### src/rtl/multicycle_sequencer_pkg.sv
// Shared definitions for the multi-cycle sequencer: state encoding, PC source
// codes, decoder control bundle and the effective-PC-source helper.
// Optional feature macro used by this slice: SEQ_PERF_CNT_EN.
package multicycle_sequencer_pkg;

    // State encoding kept as plain constants so legacy decoders can match on it
    localparam logic [2:0] ST_IDLE   = 3'd0;
    localparam logic [2:0] ST_FETCH  = 3'd1;
    localparam logic [2:0] ST_DECODE = 3'd2;
    localparam logic [2:0] ST_EXEC   = 3'd3;
    localparam logic [2:0] ST_MEM    = 3'd4;
    localparam logic [2:0] ST_WB     = 3'd5;
    localparam logic [2:0] ST_HALT   = 3'd6;
    localparam logic [2:0] ST_FAULT  = 3'd7;

    // PC source codes shared with the instruction decoder
    localparam logic [1:0] PC_SEL_SEQ    = 2'd0;
    localparam logic [1:0] PC_SEL_BRANCH = 2'd1;
    localparam logic [1:0] PC_SEL_REG    = 2'd2;
    localparam logic [1:0] PC_SEL_JUMP   = 2'd3;

    // Wait timer width covers MEM_TIMEOUT up to 255
    localparam int unsigned TIMER_W = 8;

    // Stall counter width for the optional performance counter
    localparam int unsigned STALL_W = 32;

    // Decoder control outputs consumed by the sequencer
    typedef struct packed {
        logic mem_write;
        logic mem_to_reg;
        logic reg_write_en;
        logic link;
    } dec_ctrl_t;

    // A branch that is not taken falls back to the sequential PC
    function automatic logic [1:0] eff_pc_sel(input logic [1:0] choose,
                                              input logic       taken);
        logic [1:0] sel;
        case (choose)
            PC_SEL_SEQ:    sel = PC_SEL_SEQ;
            PC_SEL_BRANCH: sel = taken ? PC_SEL_BRANCH : PC_SEL_SEQ;
            PC_SEL_REG:    sel = PC_SEL_REG;
            PC_SEL_JUMP:   sel = PC_SEL_JUMP;
            default:       sel = PC_SEL_SEQ;
        endcase
        return sel;
    endfunction

endpackage : multicycle_sequencer_pkg

### src/rtl/multicycle_sequencer_if.sv
// Bundle between the multi-cycle sequencer, the instruction decoder, the
// memories and the datapath registers. The master side is the sequencer.
// Optional feature macro: SEQ_PERF_CNT_EN adds stall_cycles.
interface multicycle_sequencer_if #(
    parameter int unsigned CNT_W = 32
);
    import multicycle_sequencer_pkg::*;

    // Control and handshake inputs to the sequencer
    logic             start;
    logic             halt_req;
    logic             imem_ready;
    logic             dmem_ready;
    logic [1:0]       pc_choose;
    logic             branch_taken;
    logic             mem_write;
    logic             mem_to_reg;
    logic             reg_write_en;
    logic             link;

    // Strobes and status produced by the sequencer
    logic             imem_req;
    logic             ir_load;
    logic             dmem_req;
    logic             dmem_we;
    logic             rf_we;
    logic             pc_we;
    logic [1:0]       pc_sel;
    logic             busy;
    logic             fault;
    logic [2:0]       state;
    logic [CNT_W-1:0] retired;
`ifdef SEQ_PERF_CNT_EN
    logic [STALL_W-1:0] stall_cycles;
`endif

    modport master (
        input  start, halt_req, imem_ready, dmem_ready, pc_choose,
               branch_taken, mem_write, mem_to_reg, reg_write_en, link,
        output imem_req, ir_load, dmem_req, dmem_we, rf_we, pc_we, pc_sel,
               busy, fault, state, retired
`ifdef SEQ_PERF_CNT_EN
        , output stall_cycles
`endif
    );

    modport slave (
        output start, halt_req, imem_ready, dmem_ready, pc_choose,
               branch_taken, mem_write, mem_to_reg, reg_write_en, link,
        input  imem_req, ir_load, dmem_req, dmem_we, rf_we, pc_we, pc_sel,
               busy, fault, state, retired
`ifdef SEQ_PERF_CNT_EN
        , input stall_cycles
`endif
    );

endinterface : multicycle_sequencer_if

### src/rtl/multicycle_sequencer_mem_wait_timer.sv
// Wait-state timer for memory handshakes: counts cycles spent waiting for a
// ready, clears on every sequencer state change, and flags when the wait has
// reached its limit so the waiting cycle can fault unless ready arrives.
module multicycle_sequencer_mem_wait_timer
    import multicycle_sequencer_pkg::*;
#(
    parameter int unsigned MEM_TIMEOUT = 15
) (
    input  logic clk,
    input  logic rst_n,
    input  logic clr_i,
    input  logic en_i,
    output logic expire_o
);

    // Number of already-waited cycles at which the current waiting cycle is the last
    localparam logic [TIMER_W-1:0] LIMIT = TIMER_W'(MEM_TIMEOUT - 1);

    logic [TIMER_W-1:0] count_q, count_d;
    logic               at_limit_q, at_limit_d;

    // Next count: clear wins, otherwise count waiting cycles and saturate
    always_comb begin
        count_d = count_q;
        if (clr_i) begin
            count_d = '0;
        end else if (en_i && (count_q != '1)) begin
            count_d = count_q + TIMER_W'(1);
        end
        at_limit_d = (count_d == LIMIT);
    end

    // Counter and registered expiry flag
    always_ff @(posedge clk or negedge rst_n) begin
        if (!rst_n) begin
            count_q    <= '0;
            at_limit_q <= (LIMIT == '0);
        end else begin
            count_q    <= count_d;
            at_limit_q <= at_limit_d;
        end
    end

    assign expire_o = at_limit_q;

endmodule : multicycle_sequencer_mem_wait_timer

### src/rtl/multicycle_sequencer.sv
// Multi-cycle instruction sequencer: walks FETCH/DECODE/EXEC/MEM/WB, gates
// the PC, IR, register-file and data-memory enables, handles memory wait
// states with a timeout into FAULT, and counts retired instructions.
// Optional feature macro: SEQ_PERF_CNT_EN adds a saturating stall counter.
module multicycle_sequencer
    import multicycle_sequencer_pkg::*;
#(
    parameter int unsigned MEM_TIMEOUT = 15,
    parameter int unsigned CNT_W       = 32
) (
    input  logic                   clk,
    input  logic                   rst_n,
    multicycle_sequencer_if.master bus
);

    logic [2:0]       state_q, state_d;
    logic [CNT_W-1:0] retired_q, retired_d;

    // Per-cycle strobes decoded from the current state and handshakes
    logic imem_req_c;
    logic ir_load_c;
    logic dmem_req_c;
    logic dmem_we_c;
    logic rf_we_c;
    logic retire_c;
    logic wait_c;
    logic tmr_clr_c;
    logic tmr_expire;

    dec_ctrl_t dec;

    assign dec = {bus.mem_write, bus.mem_to_reg, bus.reg_write_en, bus.link};

    // State and retired-count registers
    always_ff @(posedge clk or negedge rst_n) begin
        if (!rst_n) begin
            state_q   <= ST_IDLE;
            retired_q <= '0;
        end else begin
            state_q   <= state_d;
            retired_q <= retired_d;
        end
    end

    // Next-state and strobe decode; retire is folded in after the case
    always_comb begin
        state_d    = state_q;
        retired_d  = retired_q;
        imem_req_c = 1'b0;
        ir_load_c  = 1'b0;
        dmem_req_c = 1'b0;
        dmem_we_c  = 1'b0;
        rf_we_c    = 1'b0;
        retire_c   = 1'b0;
        wait_c     = 1'b0;

        case (state_q)
            ST_IDLE, ST_HALT: begin
                if (bus.halt_req) begin
                    state_d = ST_HALT;
                end else if (bus.start) begin
                    state_d = ST_FETCH;
                end
            end
            ST_FETCH: begin
                imem_req_c = 1'b1;
                if (bus.imem_ready) begin
                    ir_load_c = 1'b1;
                    state_d   = ST_DECODE;
                end else begin
                    wait_c = 1'b1;
                    if (tmr_expire) begin
                        state_d = ST_FAULT;
                    end
                end
            end
            ST_DECODE: begin
                state_d = ST_EXEC;
            end
            ST_EXEC: begin
                if (dec.mem_write || dec.mem_to_reg) begin
                    state_d = ST_MEM;
                end else if (dec.reg_write_en || dec.link) begin
                    state_d = ST_WB;
                end else begin
                    retire_c = 1'b1;
                end
            end
            ST_MEM: begin
                dmem_req_c = 1'b1;
                dmem_we_c  = dec.mem_write;
                if (bus.dmem_ready) begin
                    if (dec.mem_to_reg) begin
                        state_d = ST_WB;
                    end else begin
                        retire_c = 1'b1;
                    end
                end else begin
                    wait_c = 1'b1;
                    if (tmr_expire) begin
                        state_d = ST_FAULT;
                    end
                end
            end
            ST_WB: begin
                rf_we_c  = 1'b1;
                retire_c = 1'b1;
            end
            ST_FAULT: begin
                state_d = ST_FAULT;
            end
            default: begin
                state_d = ST_IDLE;
            end
        endcase

        if (retire_c) begin
            state_d   = bus.halt_req ? ST_HALT : ST_FETCH;
            retired_d = retired_q + CNT_W'(1);
        end
    end

    // Timer restarts whenever the state changes, so it times each FETCH/MEM visit
    assign tmr_clr_c = (state_d != state_q);

    multicycle_sequencer_mem_wait_timer #(
        .MEM_TIMEOUT (MEM_TIMEOUT)
    ) u_wait_timer (
        .clk      (clk),
        .rst_n    (rst_n),
        .clr_i    (tmr_clr_c),
        .en_i     (wait_c),
        .expire_o (tmr_expire)
    );

`ifdef SEQ_PERF_CNT_EN
    logic [STALL_W-1:0] stall_q, stall_d;

    // Saturating count of memory wait cycles
    always_comb begin
        stall_d = stall_q;
        if (wait_c && (stall_q != '1)) begin
            stall_d = stall_q + STALL_W'(1);
        end
    end

    // Stall counter register
    always_ff @(posedge clk or negedge rst_n) begin
        if (!rst_n) begin
            stall_q <= '0;
        end else begin
            stall_q <= stall_d;
        end
    end

    assign bus.stall_cycles = stall_q;
`endif

    // Strobes follow the state register, so reset drops them without a clock
    assign bus.imem_req = imem_req_c;
    assign bus.ir_load  = ir_load_c;
    assign bus.dmem_req = dmem_req_c;
    assign bus.dmem_we  = dmem_we_c;
    assign bus.rf_we    = rf_we_c;
    assign bus.pc_we    = retire_c;
    assign bus.pc_sel   = retire_c ? eff_pc_sel(bus.pc_choose, bus.branch_taken)
                                   : PC_SEL_SEQ;
    assign bus.busy     = (state_q != ST_IDLE) && (state_q != ST_HALT) &&
                          (state_q != ST_FAULT);
    assign bus.fault    = (state_q == ST_FAULT);
    assign bus.state    = state_q;
    assign bus.retired  = retired_q;

endmodule : multicycle_sequencer
### src/flat_wrapper.sv
// flat-port wrapper written by rule: the top's interface ports become plain ports
module multicycle_sequencer_flat import multicycle_sequencer_pkg::*;
#(
    parameter int unsigned MEM_TIMEOUT = 15,
    parameter int unsigned CNT_W       = 32
)
  (clk, rst_n, bus_start, bus_halt_req, bus_imem_ready, bus_dmem_ready, bus_pc_choose, bus_branch_taken, bus_mem_write, bus_mem_to_reg, bus_reg_write_en, bus_link, bus_imem_req, bus_ir_load, bus_dmem_req, bus_dmem_we, bus_rf_we, bus_pc_we, bus_pc_sel, bus_busy, bus_fault, bus_state, bus_retired);
  multicycle_sequencer_if #(.CNT_W(CNT_W)) bus_i ();
  input  logic clk;
  input  logic rst_n;
  input wire logic [$bits(bus_i.start)-1:0] bus_start;
  input wire logic [$bits(bus_i.halt_req)-1:0] bus_halt_req;
  input wire logic [$bits(bus_i.imem_ready)-1:0] bus_imem_ready;
  input wire logic [$bits(bus_i.dmem_ready)-1:0] bus_dmem_ready;
  input wire logic [$bits(bus_i.pc_choose)-1:0] bus_pc_choose;
  input wire logic [$bits(bus_i.branch_taken)-1:0] bus_branch_taken;
  input wire logic [$bits(bus_i.mem_write)-1:0] bus_mem_write;
  input wire logic [$bits(bus_i.mem_to_reg)-1:0] bus_mem_to_reg;
  input wire logic [$bits(bus_i.reg_write_en)-1:0] bus_reg_write_en;
  input wire logic [$bits(bus_i.link)-1:0] bus_link;
  output wire logic [$bits(bus_i.imem_req)-1:0] bus_imem_req;
  output wire logic [$bits(bus_i.ir_load)-1:0] bus_ir_load;
  output wire logic [$bits(bus_i.dmem_req)-1:0] bus_dmem_req;
  output wire logic [$bits(bus_i.dmem_we)-1:0] bus_dmem_we;
  output wire logic [$bits(bus_i.rf_we)-1:0] bus_rf_we;
  output wire logic [$bits(bus_i.pc_we)-1:0] bus_pc_we;
  output wire logic [$bits(bus_i.pc_sel)-1:0] bus_pc_sel;
  output wire logic [$bits(bus_i.busy)-1:0] bus_busy;
  output wire logic [$bits(bus_i.fault)-1:0] bus_fault;
  output wire logic [$bits(bus_i.state)-1:0] bus_state;
  output wire logic [$bits(bus_i.retired)-1:0] bus_retired;
  assign bus_i.start = bus_start;
  assign bus_i.halt_req = bus_halt_req;
  assign bus_i.imem_ready = bus_imem_ready;
  assign bus_i.dmem_ready = bus_dmem_ready;
  assign bus_i.pc_choose = bus_pc_choose;
  assign bus_i.branch_taken = bus_branch_taken;
  assign bus_i.mem_write = bus_mem_write;
  assign bus_i.mem_to_reg = bus_mem_to_reg;
  assign bus_i.reg_write_en = bus_reg_write_en;
  assign bus_i.link = bus_link;
  assign bus_imem_req = bus_i.imem_req;
  assign bus_ir_load = bus_i.ir_load;
  assign bus_dmem_req = bus_i.dmem_req;
  assign bus_dmem_we = bus_i.dmem_we;
  assign bus_rf_we = bus_i.rf_we;
  assign bus_pc_we = bus_i.pc_we;
  assign bus_pc_sel = bus_i.pc_sel;
  assign bus_busy = bus_i.busy;
  assign bus_fault = bus_i.fault;
  assign bus_state = bus_i.state;
  assign bus_retired = bus_i.retired;
  multicycle_sequencer #(.MEM_TIMEOUT(MEM_TIMEOUT), .CNT_W(CNT_W)) u_core (.clk(clk), .rst_n(rst_n), .bus(bus_i));
endmodule
### config.mk
export PLATFORM = sky130hd
export DESIGN_NAME = multicycle_sequencer_flat
export DESIGN_NICKNAME = d
export VERILOG_FILES = /design/src/rtl/multicycle_sequencer_pkg.sv /design/src/rtl/multicycle_sequencer_if.sv /design/src/rtl/multicycle_sequencer_mem_wait_timer.sv /design/src/rtl/multicycle_sequencer.sv /design/src/flat_wrapper.sv
export SDC_FILE = /design/constraint.sdc
export NUM_CORES = 1
export LEC_CHECK = 0
export BUFFER_PORTS_ARGS = -buffer_cell sky130_fd_sc_hd__clkbuf_2
export CAP_MARGIN = 20
export CORE_ASPECT_RATIO = 1.5
export CORE_MARGIN = 3
export CORE_UTILIZATION = 45
export CTS_CLUSTER_DIAMETER = 200
export CTS_CLUSTER_SIZE = 14
export DETAILED_ROUTE_END_ITERATION = 10
export GPL_TIMING_DRIVEN = 1
export HOLD_SLACK_MARGIN = 0.02
export PLACE_DENSITY = 0.75
export REMOVE_ABC_BUFFERS = 1
export SYNTH_ARGS = -nofsm -noshare
export SYNTH_HDL_FRONTEND = slang
export SYNTH_HIERARCHICAL = 1
export SYNTH_SLANG_ARGS = --single-unit
### constraint.sdc
create_clock -name clk -period 2.8 [get_ports clk]
set_input_delay 0.28 -clock clk [delete_from_list [all_inputs] [get_ports clk]]
set_output_delay 0.28 -clock clk [all_outputs]
set_load 0.005 [all_outputs]
==> flow_metrics.tcl <==
set metrics [dict create \
    yosys-top-cells-area "dfrtp_1 45%, xnor2_1 7.2%, xor2_1 4.7%, nor2_1 4.0%, nand2_1 3.7%" \
    worstHoldPathType "input port to flop" \
    fillers 464 \
    max-cap-violations 0 \
    reg2regPathDepth 9 \
    power.density_nw_per_um2 698 \
    p_leak_nw 1.39 \
    grt_setup_unrepaired "false" \
    seq_area_um2 1100 \
    drive_gt1_share_pct 29.2 \
    critPathKind "flop to flop" \
    setup_viol 0 \
    pin_count 58 \
    peakVddDrop_mv 0.358 \
    antenna_cells 0 \
    drt-total-wl_um 5570 \
    final_area_um2 2970 \
    root_buffer "clkbuf_8" \
    r2r_slack_ps 170 \
    multi_input_area_um2 1290 \
    pre_cts_ws_ps 12.7 \
    placementRows 32 \
    clk_pin_slew_worst_paths_ps 90 \
    switching_share_pct 38.0 \
    internal-power_w 0.00129 \
    power_frac_comb_pct 42.8 \
    min_from "bus_halt_req" \
    clock_path_buffers 2 \
    worst_hold_path.endpoint "u_core/bus.state[2]$_DFF_PN0_" \
    globalRouteTotalUtil_pct 19.0 \
    yosys_most_used_dff "dfrtp_1" \
    grt_pass1_vias 2081 \
    ys_ff_latch 44 \
    status "completed" \
    hold_viol_final 0 \
    tightest_slew_ps 677 \
    ant_nets 0 \
    synth_top_cell_by_area "dfrtp_1" \
    clock_skew_ps 13.8 \
    p_clk_share_pct 19.4 \
    final-max-slew-violation-count 0 \
    max_freq_mhz 380 \
    die_area_um2 6350 \
    synth_top_area_share_pct 45.2 \
    routed-via-count 2082 \
    synth_edf_count 0 \
    ys.warnings.count 6 \
    cpMaxStageDelayCell "or4_4" \
    p_seq_share_pct 37.8 \
    cts_buffers 5 \
    r2r_start "u_core/bus.state[2]$_DFF_PN0_" \
    hpwlAfterDp_um 4150 \
    grt_max_degree 45 \
    r2r_end "u_core/u_wait_timer/expire_o$_DFF_PN0_" \
    post-cts-setup-buffers 0 \
    drt-initial-drc-count 90 \
    startpoint_type "flop" \
    min_period_ps 2630 \
    core_um2 5200 \
    holdPathStages 3 \
    syn2layout_area_growth_pct 22.0 \
    antenna_found_initial 0 \
    fin_nets 329 \
    slew_headroom_pct 54.8 \
    cts.sinks 44 \
    drc 0 \
    placed_cell_area_um2 2840 \
    synthesis.area_um2 2440 \
    finalSetupTns_ps 0 \
    hold_ws_ps 337 \
    critPathMaxFanout 7 \
    place_congestion 0.801 \
    critPathMaxStageDelay_ps 540 \
    first_pass_iters 4 \
    synth_cell_types 52 \
    async_flop_share_pct 100 \
    initial_utilization_pct 46.8 \
    tritoncts "yes" \
    wl_per_cell_um 14.6 \
    worstPathRequired_ps 3010 \
    grt_pass1_wl_um 9490 \
    final_common_cell "clkbuf_2" \
    layout_setup_ws_ps 170 \
    cp_cell_sequence "and2b_1 > o21a_1 > o31ai_1 > o31ai_2 > xor2_1 > or4_4 > nor3_2 > o31ai_1 > nor4_2" \
    crit_top_cell "o31ai_1" \
    gr-total-overflow 0 \
    synth-seq-area-share_pct 45.2 \
    synth_area_per_cell_um2 9.90 \
    die_h_um 96.1 \
    die_x_um 66.1 \
    p_sw_w 0.000788 \
    port_buffers 57 \
    synth_cells 246 \
    final_core_util_pct 57.1 \
    vias_per_cell 5.44 \
    crit_path_end_kind "flop" \
    fin_crit_sh_pct 93.9 \
    htreeDepth 2 \
    layout_common_cells "57 x clkbuf_2, 44 x dfrtp_1, 26 x nor2_1" \
    clk-insertion-delay-late_ps 300 \
    crit_arrival_ps 2840 \
]
[kinds of logic (layout without fill, tap and decap cells)]
kind of cell | after synthesis | in the layout | synth area share, %
AOI/OAI and AO/OA | 37 | 37 | 11.7
muxes | 4 | 4 | 1.69
xor gates and xnor gates | 33 | 33 | 11.9
DFF | 44 | 44 | 45.2
and+or+nand+nor | 114 | 114 | 26.4
adders and majority gates | 2 | 2 | 1.03
buffers and inverters | 12 | 81 | 2.11
[worst max-delay path, delay by kind of cell (launching register included)]
family / cells / cell delay, ps
xor+xnor: 1 / 170
compound gates: 4 / 690
flops: 1 / 440
simple gates: 4 / 1240
[layer usage]
layer  global-route usage, %  vias to the layer above  part of all wire (%)
met2                    35.6                       61                    54
met1                    21.6                     1000                    40
met5                       0                        -                     0
met4                    7.12                        0                   1.7
met3                    2.57                        8                   4.6
li1                        -                     1013                     -
[cell usage after synthesis, drive strengths merged (4+ instances only)]
cell    number
and3         4
nor2b        4
xor2        13
o21ai        5
dfrtp       44
a31oi        4
a21oi        8
inv          6
nor4         7
nor2        26
nand4       12
xnor2       20
nand3       10
nor3         7
and2         6
nand2       24
clkbuf       4
[power groups by stage]
stage	registers [W]	logic (W)	clock network (W)
2_1_floorplan	0.000845	0.000429	0
3_3_place_gp	0.000796	0.000836	0
3_5_place_dp	0.000799	0.000851	0
4_1_cts	0.000786	0.000856	0.000423
5_1_grt	0.000797	0.000979	0.000448
6_report	0.000785	0.000888	0.000402
[area by class of cell]
| class | count | share of cell area (%) |
|---|---|---|
| clock buffer | 5 | 2.32 |
| clock inverter | 3 | 0.800 |
| inverter | 6 | 0.758 |
| multi-input combinational | 190 | 43.6 |
| sequential | 44 | 37.1 |
| tap | 68 | 2.86 |
| timing repair buffer | 67 | 12.6 |
[how the worst max path moves through the flow]
| stage | start | endpoint | slack [ps] | cells past startpoint |
|---|---|---|---|---|
| final | u_core/bus.state[2]$_DFF_PN0_ | u_core/u_wait_timer/expire_o$_DFF_PN0_ | 170 | 9 |
| after global routing | u_core/bus.state[2]$_DFF_PN0_ | u_core/u_wait_timer/expire_o$_DFF_PN0_ | 20 | 9 |
| after CTS | u_core/bus.state[2]$_DFF_PN0_ | u_core/u_wait_timer/expire_o$_DFF_PN0_ | 110 | 9 |
| after detailed placement | bus_mem_to_reg | u_core/u_wait_timer/expire_o$_DFF_PN0_ | 10 | 9 |
| after global placement | bus_mem_to_reg | u_core/u_wait_timer/expire_o$_DFF_PN0_ | 120 | 9 |
| after floorplan | u_core/bus.state[1]$_DFF_PN0_ | u_core/u_wait_timer/expire_o$_DFF_PN0_ | -200 | 9 |
[sequential cells by signal (all words and copies together), names as in the netlist]
signal	cells
u_core/u_wait_timer/expire_o	1
u_core/u_wait_timer/count_q	8
u_core/bus.retired	32
u_core/bus.state	3
[per-stage QoR]
step | cells | power, W
CTS | 381 | 0.00206
global route | 383 | 0.00222
global placement | 373 | 0.00163
detailed placement | 373 | 0.00165
finish | 383 | 0.00208
floorplan | 240 | 0.00127
[repair_timing]
| action | 4_1_cts | 5_1_grt |
|---|---|---|
| resized for setup | 0 | 3 |
| hold buffers | 0 | 1 |
| endpoints found under the setup margin | 0 | 1 |
| hold endpoints to repair | 0 | 9 |
Power figures use the tool's default switching activity.
